**config.mk**
```make
export PLATFORM = sky130hd
export DESIGN_NAME = param_shift_register
export DESIGN_NICKNAME = d
export VERILOG_FILES = /design/src/rtl/param_shift_register.sv
export SDC_FILE = /design/constraint.sdc
export NUM_CORES = 1
export LEC_CHECK = 0
export CAP_MARGIN = 10
export CELL_PAD_IN_SITES_DETAIL_PLACEMENT = 1
export CELL_PAD_IN_SITES_GLOBAL_PLACEMENT = 1
export CORE_MARGIN = 5
export CORE_UTILIZATION = 32
export DETAILED_ROUTE_END_ITERATION = 8
export GPL_TIMING_DRIVEN = 0
export HOLD_SLACK_MARGIN = 0.08
export PLACE_DENSITY_LB_ADDON = 0.1
export SLEW_MARGIN = 0
export SYNTH_ARGS = -nofsm -noshare
export SYNTH_HDL_FRONTEND = slang
export SYNTH_SLANG_ARGS = --single-unit
```
**constraint.sdc**
```tcl
create_clock -name clk -period 1.3 [get_ports clk]
set_input_delay 0.26 -clock clk [delete_from_list [all_inputs] [get_ports clk]]
set_output_delay 0.26 -clock clk [all_outputs]
set_load 0.02 [all_outputs]
```
**src/rtl/param_shift_register.sv**
```systemverilog
// Purpose: WIDTH-bit register with parallel load, shifts, rotates, clear, serial ports and a shift counter.
// Latency: one cycle from the sampling edge to q/shift_cnt; the serial outputs and done decode directly from registers.
// Backpressure: none; en=0 freezes all state and makes mode and data don't-care.
module param_shift_register #(
    parameter int               WIDTH     = 8,
    parameter logic [WIDTH-1:0] RESET_VAL = '0
) (
    input  logic                         clk,
    input  logic                         reset,
    input  logic                         en,
    input  logic [2:0]                   mode,
    input  logic [WIDTH-1:0]             d,
    input  logic                         sin_r,
    input  logic                         sin_l,
    output logic [WIDTH-1:0]             q,
    output logic                         sout_l,
    output logic                         sout_r,
    output logic [$clog2(WIDTH+1)-1:0]   shift_cnt,
    output logic                         done
);

    localparam int CW = $clog2(WIDTH + 1);
    localparam logic [CW-1:0] CNT_MAX = CW'(WIDTH);

    typedef enum logic [2:0] {
        M_HOLD = 3'b000,
        M_LOAD = 3'b001,
        M_SHL  = 3'b010,
        M_SHR  = 3'b011,
        M_ROL  = 3'b100,
        M_ROR  = 3'b101,
        M_ASR  = 3'b110,
        M_CLR  = 3'b111
    } mode_t;

    logic [WIDTH-1:0] q_nxt;
    logic [CW-1:0]    cnt_inc;

    // Saturating increment so done stays asserted through extra shifts.
    assign cnt_inc = (shift_cnt == CNT_MAX) ? shift_cnt : shift_cnt + CW'(1);

    always_comb begin
        q_nxt = q;
        case (mode)
            M_HOLD: q_nxt = q;
            M_LOAD: q_nxt = d;
            M_SHL:  q_nxt = {q[WIDTH-2:0], sin_r};
            M_SHR:  q_nxt = {sin_l, q[WIDTH-1:1]};
            M_ROL:  q_nxt = {q[WIDTH-2:0], q[WIDTH-1]};
            M_ROR:  q_nxt = {q[0], q[WIDTH-1:1]};
            M_ASR:  q_nxt = {q[WIDTH-1], q[WIDTH-1:1]};
            M_CLR:  q_nxt = '0;
            default: q_nxt = q;
        endcase
    end

    always_ff @(posedge clk or negedge reset) begin
        if (!reset) begin
            q         <= RESET_VAL;
            shift_cnt <= '0;
        end else if (en) begin
            q <= q_nxt;
            case (mode)
                M_HOLD:         shift_cnt <= shift_cnt;
                M_LOAD, M_CLR:  shift_cnt <= '0;
                default:        shift_cnt <= cnt_inc;
            endcase
        end
    end

    assign sout_l = q[WIDTH-1];
    assign sout_r = q[0];
    assign done   = (shift_cnt == CNT_MAX);

endmodule

```
== Yosys cells after proc, flatten, opt, wreduce, memory -nomap -nowiden ==
Cells that the tools add are included.

* Flip-flop bits (word level): 12
* Output and inout port bits: 15
* Bits of input ports: 16

* Add/subtract/negate cells: 1
* Reductions and logical operators: 5
* Bitwise logic cells: 2
* Eq/ne operators: 9
* Mux-type cells: 3

{| class="wikitable"
|+ Operator list
! kind !! number
|-
| 8-bit case mux with 7 select lines || 1
|-
| 3-bit == test (second input constant) || 4
|-
| 4-bit case mux with 2 select lines || 1
|-
| 3-bit by 2-bit == test with 1-bit output (second input constant) || 2
|-
| 3-bit AND reduction || 2
|-
| 4-bit by 1-bit adder with 4-bit output (second input constant) || 1
|-
| 4-bit == test (second input constant) || 1
|-
| 4-bit two-way mux || 1
|-
| 3-bit by 1-bit == test with 1-bit output (second input constant) || 1
|-
| 3-bit logical NOT || 1
|-
| 2-bit by 1-bit != test with 1-bit output (second input constant) || 1
|-
| 1-bit NOT || 2
|-
| 2-bit AND reduction || 1
|-
| 2-bit OR reduction || 1
|}

== Logic depth before layout (Yosys ltp) ==
Gate-level depths: netlist (run 1).

* Depth after elaboration: 4
* Mapped depth: 6
* Depth with buffers taken out: 6

== Worst setup path before layout (run 1) ==
Ideal clock, no wire load.

* Path type: register to register
* Start: register shift_cnt[0]
* End: register shift_cnt[1]
* Required time: 1.163 ns
* Arrival time: 1.253 ns
* Buffers on the path: 0
* Setup time: 0.137 ns
* Period minus slack after synthesis: 1.391 ns
* Slack: -0.091 ns
* Cell stages (with the launch flop): 7
* Path through: dfrtp_1 inv_1 ha_1 nand3b_1 inv_1 nand3_1 o221ai_1

* Cells in the longest elaborated chain, start to end: 3

{| class="wikitable"
|+ RTL lines
! what !! RTL line !! source
|-
| from (decl) || 18 || <nowiki>output logic [$clog2(WIDTH+1)-1:0] shift_cnt,</nowiki>
|-
| from (signal assigned) || 64 || <nowiki>M_HOLD: shift_cnt <= shift_cnt;</nowiki>
|-
| from (signal assigned) || 66 || <nowiki>default: shift_cnt <= cnt_inc;</nowiki>
|-
| 4-bit == test || - ||
|-
| via done || 19 || <nowiki>output logic done</nowiki>
|-
| 2-bit by 1-bit != test with 1-bit output (no source line) || - ||
|-
| 3-bit AND reduction (no source line) || - ||
|}

The timed path passes the listed nets, and every way through them passes these cells. The select of a mux whose other input is x is not followed.
A chain may end at the register's enable or synchronous reset.

== Worst setup path after layout (run 1) ==
* Start: register shift_cnt[0]
* End: output port done

* Cells in the longest elaborated chain, start to end: 1

{| class="wikitable"
|+ RTL lines
! what !! RTL line !! source
|-
| 4-bit == test || 73 || <nowiki>assign done = (shift_cnt == CNT_MAX);</nowiki>
|-
| to (decl) || 19 ||
|}

No other way between the ends.

==> results of run 1 <==
==> Yosys cell counts (2+ instances only) <==
cell type                  number
sky130_fd_sc_hd__o21ai_0       13
sky130_fd_sc_hd__dfrtp_1       12
sky130_fd_sc_hd__nand3_1        2
sky130_fd_sc_hd__a21oi_1        2
sky130_fd_sc_hd__a221oi_1       6
sky130_fd_sc_hd__o221ai_1       2
sky130_fd_sc_hd__mux2_2         6
sky130_fd_sc_hd__xnor2_1        3
sky130_fd_sc_hd__ha_1           2
sky130_fd_sc_hd__nand2b_1       2
sky130_fd_sc_hd__buf_6          4
sky130_fd_sc_hd__nor2_1         7
sky130_fd_sc_hd__nand2_1       11
sky130_fd_sc_hd__inv_1          4
sky130_fd_sc_hd__buf_4          2
sky130_fd_sc_hd__xor2_1         2
sky130_fd_sc_hd__nor3_1         2
sky130_fd_sc_hd__a211oi_1       2
==> critical path: cells and delay by family (launching register included) <==
kind	cells	cell delay (ns)
flops	1	0.41
buf+inv	3	0.28
fa+ha+maj	1	0.12
simple gates	1	0.10
==> power breakdown <==
| part | switching (mW) | total (mW) | internal [mW] |
|---|---|---|---|
| clock network | 0.142 | 0.313 | 0.171 |
| logic | 0.541 | 1.15 | 0.610 |
| registers | 0.110 | 0.596 | 0.486 |
| total | 0.793 | 2.06 | 1.27 |
==> layout make-up <==
cell class / instances / share of cell area (%)
Sequential cell: 12 / 21.4
Multi-Input combinational cell: 73 / 38.8
Clock buffer: 4 / 2.53
Timing Repair Buffer: 46 / 28.4
Inverter: 4 / 1.05
Buffer: 7 / 5.14
Tap cell: 31 / 2.70
==> flip-flops by register name, summed over array words and instances, names as in the netlist <==
register	cells
q	8
shift_cnt	4
==> how the worst max path moves through the flow <==
stage / start / end / slack, ns / cells after the start
after detailed placement: shift_cnt[1]$_DFFE_PN0P_ / done / -0.49 / 5
final: shift_cnt[0]$_DFFE_PN0P_ / done / -0.16 / 5
after global placement: shift_cnt[0]$_DFFE_PN0P_ / done / -0.47 / 5
after global routing: shift_cnt[0]$_DFFE_PN0P_ / done / -0.20 / 5
after CTS: shift_cnt[0]$_DFFE_PN0P_ / done / -0.16 / 5
after floorplan: shift_cnt[0]$_DFFE_PN0P_ / shift_cnt[2]$_DFFE_PN0P_ / 0.02 / 6
==> logic make-up (layout without fill, tap and decap cells) <==
logic type,count (synthesis),count (layout),share of synthesized area [%]
adder cells (fa/ha/maj),2,2,2.84
XOR/XNOR,5,5,4.98
flip-flops,12,12,34.1
AO/OA/AOI/OAI,29,29,22.6
buffers and inverters,12,61,10.7
multiplexers,6,6,7.68
AND/OR/NAND/NOR,31,31,17.1
==> metal layers <==
layer / wire length [um] / vias up / GRT usage (%) / share of wire (%)
met2: 1470 / 24 / 25.9 / 52
met1: 1180 / 458 / 16.5 / 42
li1: - / 448 / - / -
met4: 69 / 0 / 8.75 / 2.4
met3: 115 / 7 / 3.06 / 4.1
met5: 0 / - / 0 / 0
==> per-stage QoR <==
step / util [%] / std cells / power, mW / setup TNS [ns] / cell area, um^2
final: 53.4 / 177 / 2.06 / -0.181 / 1440
after global routing: 53.4 / 177 / 2.20 / -0.401 / 1440
after CTS: 50.2 / 172 / 1.91 / -0.168 / 1350
after detailed placement: 44.7 / 156 / 1.48 / -5.44 / 1200
after global placement: 44.7 / 156 / 1.45 / -5.14 / 1200
after floorplan: - / 97 / 1.08 / 0 / 882
==> timing repair <==
item / in CTS / in global routing
endpoints found under the setup margin: 25 / 16
gates resized for setup: 55 / 21
buffers inserted: 14 / 6
gates cloned: 0 / 0
pin swaps: 3 / 5
==> summary.json, run 1 <==
{
  "outcome": {"value": "complete, but fails checks"},
  "failed_checks": {"value": "negative setup slack"},
  "ctsHoldBuffers": {"value": 0},
  "power-per-cell-area": {"value": 1430, "unit": "mW/mm^2"},
  "tritoncts_clock_tree": {"value": "done"},
  "die_extent_in_y": {"value": 62.4, "unit": "um"},
  "critPathArrivalTime": {"value": 1.20, "unit": "ns"},
  "grt_pass1_vias": {"value": 1039},
  "finClkSkew": {"value": 0.000587, "unit": "ns"},
  "ctsLongestPathBuffers": {"value": 2},
  "cp_slowest_cell": {"value": "sky130_fd_sc_hd__dfrtp_2"},
  "num_vias": {"value": 937},
  "yosys_warnings": {"value": 0},
  "worst_min_delay_path_category": {"value": "primary input to asynchronous set/reset pin"},
  "postSynthAreaPerCell": {"value": 9.07, "unit": "um^2"},
  "cts-buffers-inserted": {"value": 3},
  "worst_pin_slew": {"value": 0.582, "unit": "ns"},
  "number_of_nets_still_failing_antenna_checks_after_routing": {"value": 0},
  "drt_pre_antenna_iters": {"value": 6},
  "cells_along_the_critical_path": {"value": "inv_2, ha_4, nand3b_1, inv_2, buf_6"},
  "report.final.slew_viol_count": {"value": 0},
  "ys_ff_latch": {"value": 12},
  "gpl.final_weighted_congestion": {"value": 0.744},
  "seqCellArea": {"value": 307, "unit": "um^2"},
  "vias_per_cell": {"value": 5.29},
  "totalWireLength": {"value": 2.84, "unit": "mm"},
  "post_synth_instance_area": {"value": 880, "unit": "um^2"},
  "final_setup_violating_endpoints": {"value": 2},
  "clock-root-buffer": {"value": "sky130_fd_sc_hd__clkbuf_4"},
  "synthDominantAreaCellType": {"value": "sky130_fd_sc_hd__dfrtp_1"},
  "commonest_cells_after_routing_fill_and_taps_aside": {"value": "sky130_fd_sc_hd__buf_4 (17), sky130_fd_sc_hd__nand2_1 (11), sky130_fd_sc_hd__o21ai_0 (11), sky130_fd_sc_hd__clkdlybuf4s50_1 (11), sky130_fd_sc_hd__buf_6 (9)"},
  "cts.clk_slew.worst_paths": {"value": 0.08, "unit": "ns"},
  "detailedPlacementHpwl": {"value": 1.88, "unit": "mm"},
  "wire_length_per_cell_after_detailed_routing": {"value": 16.0, "unit": "um"},
  "layout-drive-gt1-share": {"value": 47.3, "unit": "%"},
  "synth-edff-count": {"value": 0},
  "fin_crit": {"value": 1.46, "unit": "ns"},
  "die_wd": {"value": 62.4, "unit": "um"},
  "ios": {"value": 31},
  "synth-seq-area-share": {"value": 34.1, "unit": "%"},
  "drc": {"value": 0},
  "crit_path_start_kind": {"value": "flip-flop"},
  "yosys-top-cells-area": {"value": "sky130_fd_sc_hd__dfrtp_1 (34%), sky130_fd_sc_hd__mux2_2 (7.7%), sky130_fd_sc_hd__o21ai_0 (7.4%)"},
  "finalCritPeriodShare": {"value": 112, "unit": "%"},
  "path_common_cell": {"value": "sky130_fd_sc_hd__inv_2"},
  "syn-num-nets": {"value": 115},
  "mostFrequentLayoutCell": {"value": "sky130_fd_sc_hd__buf_4"},
  "post-synth-top-area-fraction": {"value": 34.1, "unit": "%"},
  "grt_setup_unrepaired": {"value": "yes"},
  "grt_pass1_wl": {"value": 4.69, "unit": "mm"},
  "buffer_ports.inserted": {"value": 28},
  "placeableCoreArea": {"value": 0.00269, "unit": "mm^2"},
  "grt_antenna_before_repair": {"value": 0},
  "maximum_number_of_pins_on_one_net_before_global_route_repair": {"value": 13},
  "internal_reg_to_reg_setup_slack": {"value": 0.04, "unit": "ns"},
  "cap_viol_max_count": {"value": 0},
  "timing.final.ws_setup": {"value": -0.158, "unit": "ns"},
  "leakage_power_total": {"value": 0.636, "unit": "nW"},
  "design.die.area": {"value": 0.00390, "unit": "mm^2"},
  "number_of_sinks_on_the_clock_net": {"value": 12},
  "critPathCaptureType": {"value": "primary output"},
  "start_util": {"value": 32.7, "unit": "%"},
  "ys.flop_type": {"value": "sky130_fd_sc_hd__dfrtp_1"},
  "reg2regPathDepth": {"value": 7},
  "reg2reg_to": {"value": "shift_cnt[2]$_DFFE_PN0P_"},
  "synthesized_instance_count": {"value": 97},
  "fill_cells": {"value": 324},
  "rr_startpoint": {"value": "shift_cnt[0]$_DFFE_PN0P_"},
  "max-vdd-ir-drop": {"value": 0.000913, "unit": "V"},
  "insertion_delay": {"value": 0.28, "unit": "ns"},
  "grt_usage": {"value": 14.9, "unit": "%"},
  "cp_data_required_time": {"value": 1.04, "unit": "ns"},
  "overflow": {"value": 0},
  "drt_initial_violations": {"value": 12},
  "hold_slack": {"value": 0.344, "unit": "ns"},
  "cpPeakStageDelay": {"value": 0.41, "unit": "ns"},
  "cts-htree-levels": {"value": 1},
  "asyncSetResetFlopFracSynth": {"value": 100, "unit": "%"},
  "number_of_antenna_diodes": {"value": 0},
  "setup.worst_path.class": {"value": "flip-flop to primary output"},
  "area_growth_syn_to_layout": {"value": 63.2, "unit": "%"},
  "multi_input_area": {"value": 557, "unit": "um^2"},
  "dpl_worst_slack": {"value": -0.495, "unit": "ns"},
  "hold_viol_final": {"value": 0},
  "critPathMaxFanout": {"value": 2},
  "max-slew-margin-rel": {"value": 61.1, "unit": "%"},
  "placementRows": {"value": 19},
  "synth_cell_type_count": {"value": 31},
  "nNetsFinal": {"value": 165},
  "fmax": {"value": 686, "unit": "MHz"}
}
No activity file was read; power rests on OpenSTA's default activity.
==> run 2, diff against run 1 <==
--- a/config.mk
+++ b/config.mk
@@ -8,11 +8,12 @@
 export CAP_MARGIN = 10
 export CELL_PAD_IN_SITES_DETAIL_PLACEMENT = 1
 export CELL_PAD_IN_SITES_GLOBAL_PLACEMENT = 1
-export CORE_MARGIN = 5
 export CORE_UTILIZATION = 32
+export CTS_CLUSTER_DIAMETER = 50
 export DETAILED_ROUTE_END_ITERATION = 8
 export GPL_TIMING_DRIVEN = 0
 export HOLD_SLACK_MARGIN = 0.08
+export MAX_ROUTING_LAYER = met4
 export PLACE_DENSITY_LB_ADDON = 0.1
 export SLEW_MARGIN = 0
 export SYNTH_ARGS = -nofsm -noshare
==> run 2 against run 1 <==
Effect of this change:
- final cell count is 4.0% lower
- total power is 1.7% lower
- clock power is 4% lower
- combinational power hardly changed
- sequential cell count stayed put
- the flow still finishes with violations (negative setup slack)
- sequential power hardly changed
- wire length is 8.4% lower
- register-to-register slack worse by 0.15 ns
- global-route usage is 5.6 points higher
- final area is 3.2% lower
==> summary.json, run 2 (synthesis results as in run 1) <==
{
  "drt_initial_violations": {"value": 12},
  "intPower": {"value": 1.23, "unit": "mW"},
  "share_comb_of_total_power": {"value": 55.6, "unit": "%"},
  "number_of_nets_still_failing_antenna_checks_after_routing": {"value": 0},
  "die_extent_in_y": {"value": 54.4, "unit": "um"},
  "critPathArrivalTime": {"value": 1.25, "unit": "ns"},
  "crit_family": {"value": "flip-flops"},
  "fmax": {"value": 661, "unit": "MHz"},
  "ios": {"value": 31},
  "num_vias": {"value": 899},
  "switching_part_of_the_total": {"value": 39.2, "unit": "%"},
  "share_of_power_burned_in_registers": {"value": 29.5, "unit": "%"},
  "cpPeakStageDelay": {"value": 0.42, "unit": "ns"},
  "die_wd": {"value": 54.4, "unit": "um"},
  "crit_path_start_kind": {"value": "flip-flop"},
  "largest_register_ff_count": {"value": 8},
  "p_clk_share": {"value": 14.9, "unit": "%"},
  "layout_top_registers": {"value": "q (8), shift_cnt (4)"},
  "ctsLongestPathBuffers": {"value": 2},
  "cap_viol_max_count": {"value": 0},
  "cts-buffers-inserted": {"value": 3},
  "start_util": {"value": 34.6, "unit": "%"},
  "failed_checks": {"value": "negative setup slack"},
  "nNetsFinal": {"value": 159},
  "grt_pass1_wl": {"value": 4.17, "unit": "mm"},
  "grt_antenna_before_repair": {"value": 0},
  "worst_pin_slew": {"value": 0.600, "unit": "ns"},
  "path_buf_inv": {"value": 3},
  "report.final.slew_viol_count": {"value": 0},
  "power.net_switching": {"value": 792, "unit": "uW"},
  "leakage_power_total": {"value": 0.610, "unit": "nW"},
  "max-vdd-ir-drop": {"value": 0.000973, "unit": "V"},
  "critPathMaxFanout": {"value": 2},
  "gpl.final_weighted_congestion": {"value": 0.786},
  "hold_viol_final": {"value": 0},
  "detailedPlacementHpwl": {"value": 1.77, "unit": "mm"},
  "maximum_number_of_pins_on_one_net_before_global_route_repair": {"value": 13},
  "outcome": {"value": "complete, but fails checks"},
  "hold_slack": {"value": 0.366, "unit": "ns"},
  "worst_min_delay_path_category": {"value": "primary input to asynchronous set/reset pin"},
  "cp_data_required_time": {"value": 1.04, "unit": "ns"},
  "grt_pass1_vias": {"value": 851},
  "mostFrequentLayoutCell": {"value": "sky130_fd_sc_hd__o21ai_0"},
  "number_of_sinks_on_the_clock_net": {"value": 12},
  "setup.worst_path.class": {"value": "flip-flop to primary output"},
  "reg2reg_to": {"value": "shift_cnt[2]$_DFFE_PN0P_"},
  "internal_reg_to_reg_setup_slack": {"value": -0.11, "unit": "ns"},
  "power-per-cell-area": {"value": 1460, "unit": "mW/mm^2"},
  "rr_startpoint": {"value": "shift_cnt[0]$_DFFE_PN0P_"},
  "finalSetupTns": {"value": -0.459, "unit": "ns"},
  "max-slew-margin-rel": {"value": 59.8, "unit": "%"},
  "cts-htree-levels": {"value": 1},
  "cells_along_the_critical_path": {"value": "inv_2, ha_4, nand3b_1, inv_2, buf_6"},
  "place_inst": {"value": 155},
  "number_of_antenna_diodes": {"value": 0},
  "final_setup_violating_endpoints": {"value": 5},
  "area_growth_syn_to_layout": {"value": 57.9, "unit": "%"},
  "max_flop_register": {"value": "q"},
  "layout-drive-gt1-share": {"value": 42.9, "unit": "%"},
  "vias_per_cell": {"value": 5.29},
  "finClkSkew": {"value": 0.00127, "unit": "ns"},
  "placementRows": {"value": 18},
  "insertion_delay": {"value": 0.27, "unit": "ns"},
  "timing.final.ws_setup": {"value": -0.212, "unit": "ns"},
  "drc": {"value": 0},
  "overflow": {"value": 0},
  "cp_slowest_cell": {"value": "sky130_fd_sc_hd__dfrtp_2"},
  "placeableCoreArea": {"value": 0.00254, "unit": "mm^2"},
  "ctsHoldBuffers": {"value": 0},
  "drt_pre_antenna_iters": {"value": 4},
  "design.die.area": {"value": 0.00296, "unit": "mm^2"},
  "cts.clk_slew.worst_paths": {"value": 0.08, "unit": "ns"},
  "reg2regPathDepth": {"value": 8},
  "finalCritPeriodShare": {"value": 116, "unit": "%"},
  "path_common_cell": {"value": "sky130_fd_sc_hd__inv_2"},
  "grt_usage": {"value": 20.5, "unit": "%"},
  "wire_length_per_cell_after_detailed_routing": {"value": 15.3, "unit": "um"},
  "clock-root-buffer": {"value": "sky130_fd_sc_hd__clkbuf_4"},
  "fin_crit": {"value": 1.51, "unit": "ns"},
  "dpl_worst_slack": {"value": -0.533, "unit": "ns"},
  "buffer_ports.inserted": {"value": 28},
  "stdcell_count": {"value": 170},
  "grt_setup_unrepaired": {"value": "yes"},
  "commonest_cells_after_routing_fill_and_taps_aside": {"value": "sky130_fd_sc_hd__o21ai_0 (12), sky130_fd_sc_hd__nand2_1 (11), sky130_fd_sc_hd__clkdlybuf4s50_1 (11)"},
  "total_power": {"value": 2.02, "unit": "mW"},
  "critPathCaptureType": {"value": "primary output"},
  "tritoncts_clock_tree": {"value": "done"},
  "totalWireLength": {"value": 2.60, "unit": "mm"}
}
[run 2: what timing repair did]
action / in CTS / in global routing
endpoints found under the setup margin: 27 / 15
pin swaps: 8 / 3
gates resized for setup: 58 / 16
setup buffers: 11 / 3
[run 2: how the worst max path moves through the flow]
stage	slack [ns]	depth (start not counted)	end	startpoint
after floorplan	0.02	6	shift_cnt[2]$_DFFE_PN0P_	shift_cnt[0]$_DFFE_PN0P_
after global placement	-0.50	5	done	shift_cnt[0]$_DFFE_PN0P_
after detailed placement	-0.53	5	done	shift_cnt[0]$_DFFE_PN0P_
after CTS	-0.16	5	done	shift_cnt[1]$_DFFE_PN0P_
after global routing	-0.27	5	done	shift_cnt[0]$_DFFE_PN0P_
final	-0.21	5	done	shift_cnt[0]$_DFFE_PN0P_
[run 2: power groups by stage]
| stage | Combinational [mW] | Clock, mW | Sequential (mW) |
|---|---|---|---|
| CTS | 1.05 | 0.316 | 0.589 |
| global route | 1.22 | 0.337 | 0.617 |
| finish | 1.12 | 0.301 | 0.597 |
| detailed placement | 0.856 | 0 | 0.620 |
| global placement | 0.837 | 0 | 0.615 |
| floorplan | 0.362 | 0 | 0.721 |
[run 2: area by class of cell]
type	count	area, um^2
buffer	7	73.8
clock buffer	4	36.3
fill	298	1160
inverter	4	15.0
multi-input combinational	73	547
sequential	12	305
tap	30	37.5
timing repair buffer	40	374
[run 2: stage by stage]
step           utilization [%]  instance area, um^2
3_5_place_dp              47.1                 1200
4_1_cts                   54.0                 1380
3_3_place_gp              47.1                 1200
5_1_grt                   54.6                 1390
6_report                  54.6                 1390
2_1_floorplan                -                  882
[run 2: routing by layer]
metal	GRT usage, %	vias up	wire length (um)
li1	-	434	-
met1	28.1	442	1240
met2	31.3	21	1220
met3	3.33	2	117
met4	5.13	0	17
met5	-	-	0
==> run 3, diff against run 2 <==
--- a/config.mk
+++ b/config.mk
@@ -8,6 +8,7 @@
 export CAP_MARGIN = 10
 export CELL_PAD_IN_SITES_DETAIL_PLACEMENT = 1
 export CELL_PAD_IN_SITES_GLOBAL_PLACEMENT = 1
+export CORE_ASPECT_RATIO = 0.7
 export CORE_UTILIZATION = 32
 export CTS_CLUSTER_DIAMETER = 50
 export DETAILED_ROUTE_END_ITERATION = 8
==> run 3 against run 2 <==
Effect of this change:
- total power increased by 7.6%
- final area increased by 1.5%
- critical path depth unchanged
- clock-buffer cell count unchanged
- first-iteration DRC count up 58%
- via count rose by 3.6%
- die area is 0.11% higher
- utilization up 1.1 points
- critical path type unchanged
- the flow still finishes with violations (negative setup slack)
- setup slack improved by 0.040 ns
- combinational power hardly changed
==> summary.json, run 3 (synthesis results as in run 1) <==
{
  "largest_register_ff_count": {"value": 8},
  "timing.final.ws_setup": {"value": -0.172, "unit": "ns"},
  "leakage_power_total": {"value": 0.613, "unit": "nW"},
  "cts-buffers-inserted": {"value": 3},
  "finish.utilization": {"value": 55.7, "unit": "%"},
  "cts-htree-levels": {"value": 1},
  "path_common_cell": {"value": "sky130_fd_sc_hd__inv_2"},
  "drt_initial_violations": {"value": 19},
  "drt_pre_antenna_iters": {"value": 4},
  "layout_top_registers": {"value": "q (8), shift_cnt (4)"},
  "internal_reg_to_reg_setup_slack": {"value": -0.12, "unit": "ns"},
  "finClkSkew": {"value": 0.00309, "unit": "ns"},
  "failed_checks": {"value": "negative setup slack"},
  "number_of_nets_still_failing_antenna_checks_after_routing": {"value": 0},
  "cap_viol_max_count": {"value": 0},
  "worst_pin_slew": {"value": 0.586, "unit": "ns"},
  "cells_along_the_critical_path": {"value": "inv_2, ha_4, nand3b_1, inv_2, buf_6"},
  "start_util": {"value": 34.7, "unit": "%"},
  "max-vdd-ir-drop": {"value": 0.000713, "unit": "V"},
  "max-slew-margin-rel": {"value": 60.8, "unit": "%"},
  "clock-root-buffer": {"value": "sky130_fd_sc_hd__clkbuf_8"},
  "area_growth_syn_to_layout": {"value": 60.3, "unit": "%"},
  "grt_pass1_wl": {"value": 4.61, "unit": "mm"},
  "design.die.area": {"value": 0.00297, "unit": "mm^2"},
  "crit_path_start_kind": {"value": "flip-flop"},
  "drc": {"value": 0},
  "hold_slack": {"value": 0.389, "unit": "ns"},
  "ctsLongestPathBuffers": {"value": 2},
  "maximum_number_of_pins_on_one_net_before_global_route_repair": {"value": 13},
  "cp_data_required_time": {"value": 1.04, "unit": "ns"},
  "critPathArrivalTime": {"value": 1.21, "unit": "ns"},
  "finalCritPeriodShare": {"value": 113, "unit": "%"},
  "fin_crit": {"value": 1.47, "unit": "ns"},
  "grt_pass1_vias": {"value": 862},
  "placeableCoreArea": {"value": 0.00253, "unit": "mm^2"},
  "ctsHoldBuffers": {"value": 0},
  "setup.worst_path.class": {"value": "flip-flop to primary output"},
  "number_of_antenna_diodes": {"value": 0},
  "power-per-cell-area": {"value": 1540, "unit": "mW/mm^2"},
  "detailedPlacementHpwl": {"value": 1.85, "unit": "mm"},
  "hold_viol_final": {"value": 0},
  "fmax": {"value": 679, "unit": "MHz"},
  "totalWireLength": {"value": 3.03, "unit": "mm"},
  "gpl.final_weighted_congestion": {"value": 0.748},
  "cts.clk_slew.worst_paths": {"value": 0.06, "unit": "ns"},
  "wire_length_per_cell_after_detailed_routing": {"value": 17.4, "unit": "um"},
  "commonest_cells_after_routing_fill_and_taps_aside": {"value": "sky130_fd_sc_hd__buf_6 (11), sky130_fd_sc_hd__nand2_1 (11), sky130_fd_sc_hd__clkdlybuf4s50_1 (11)"},
  "layout-drive-gt1-share": {"value": 43.6, "unit": "%"},
  "insertion_delay": {"value": 0.24, "unit": "ns"},
  "place_inst": {"value": 159},
  "cp_slowest_cell": {"value": "sky130_fd_sc_hd__dfrtp_2"},
  "die_wd": {"value": 64.7, "unit": "um"},
  "tritoncts_clock_tree": {"value": "done"},
  "nNetsFinal": {"value": 159},
  "number_of_sinks_on_the_clock_net": {"value": 12},
  "die_extent_in_y": {"value": 45.9, "unit": "um"},
  "overflow": {"value": 0},
  "dpl_worst_slack": {"value": -0.525, "unit": "ns"},
  "stdcell_count": {"value": 174},
  "worst_min_delay_path_category": {"value": "primary input to asynchronous set/reset pin"},
  "outcome": {"value": "complete, but fails checks"},
  "critPathCaptureType": {"value": "primary output"},
  "final_setup_violating_endpoints": {"value": 5},
  "report.final.slew_viol_count": {"value": 0},
  "cpPeakStageDelay": {"value": 0.42, "unit": "ns"},
  "num_vias": {"value": 931},
  "grt_antenna_before_repair": {"value": 0},
  "buffer_ports.inserted": {"value": 28},
  "finalSetupTns": {"value": -0.417, "unit": "ns"},
  "critPathMaxFanout": {"value": 2},
  "vias_per_cell": {"value": 5.35},
  "grt_usage": {"value": 22.6, "unit": "%"},
  "max_flop_register": {"value": "q"},
  "ios": {"value": 31},
  "grt_setup_unrepaired": {"value": "yes"},
  "placementRows": {"value": 15}
}
[run 3: changes by cell type in the layout (fill, tap and decap cells not counted), moves of 2 or more]
| cell | previous run | this run |
|---|---|---|
| sky130_fd_sc_hd__buf_12 | 2 | 0 |
| sky130_fd_sc_hd__clkbuf_2 | 5 | 3 |
| sky130_fd_sc_hd__clkbuf_4 | 3 | 0 |
| sky130_fd_sc_hd__clkbuf_8 | 2 | 5 |
| sky130_fd_sc_hd__dfrtp_1 | 8 | 6 |
| sky130_fd_sc_hd__dfrtp_2 | 4 | 6 |
| sky130_fd_sc_hd__dlygate4sd2_1 | 3 | 7 |
| sky130_fd_sc_hd__o21ai_0 | 12 | 10 |
| sky130_fd_sc_hd__o21ai_1 | 2 | 4 |
[run 3: metal layers]
metal | up-vias | routed length [um] | track usage, %
met5 | - | 0 | -
met4 | 0 | 25 | 5.33
met3 | 6 | 207 | 5.25
met2 | 42 | 1470 | 36.2
met1 | 448 | 1330 | 29.1
li1 | 435 | - | -
[run 3: metrics by stage]
step           power (mW)  instance area (um^2)
2_1_floorplan        1.08                   882
3_3_place_gp         1.45                  1200
3_5_place_dp         1.49                  1200
4_1_cts              2.05                  1350
5_1_grt              2.33                  1410
6_report             2.18                  1410
[run 3: critical path, delay by kind of cell (launching register included)]
kind / cells / cell delay [ns]
simple gates: 1 / 0.12
buf+inv: 3 / 0.30
fa+ha+maj: 1 / 0.13
flops: 1 / 0.42
[run 3: power by group]
group / internal (mW) / total [mW] / switching [mW]
registers: 0.489 / 0.613 / 0.124
logic: 0.578 / 1.15 / 0.573
clock network: 0.268 / 0.414 / 0.146
[run 3: what timing repair did]
item	CTS	global route
endpoints found under the setup margin	27	16
gates resized for setup	46	29
setup buffers	11	2
pin swaps	3	8
[run 3: worst paths after layout]
kind                                          start                       end  depth (start not counted)
max                        shift_cnt[0]$_DFFE_PN0P_                      done                          5
min in group clk                            mode[0]          q[7]$_DFFE_PN0P_                          3
max in group asynchronous                     reset          q[5]$_DFFE_PN0P_                          1
max reg2reg                shift_cnt[0]$_DFFE_PN0P_  shift_cnt[2]$_DFFE_PN0P_                          8
min reg2reg                shift_cnt[3]$_DFFE_PN0P_  shift_cnt[3]$_DFFE_PN0P_                          2
min                                           reset          q[0]$_DFFE_PN0P_                          1
[run 3: final cells by class]
cell class	instances	area, um^2
fillers	312	1120
multi-input cells	73	557
repair buffers	40	357
flip-flops and latches	12	308
plain buffers	7	73.8
clock buffers	4	55.1
well taps	34	42.5
inverters	4	17.5
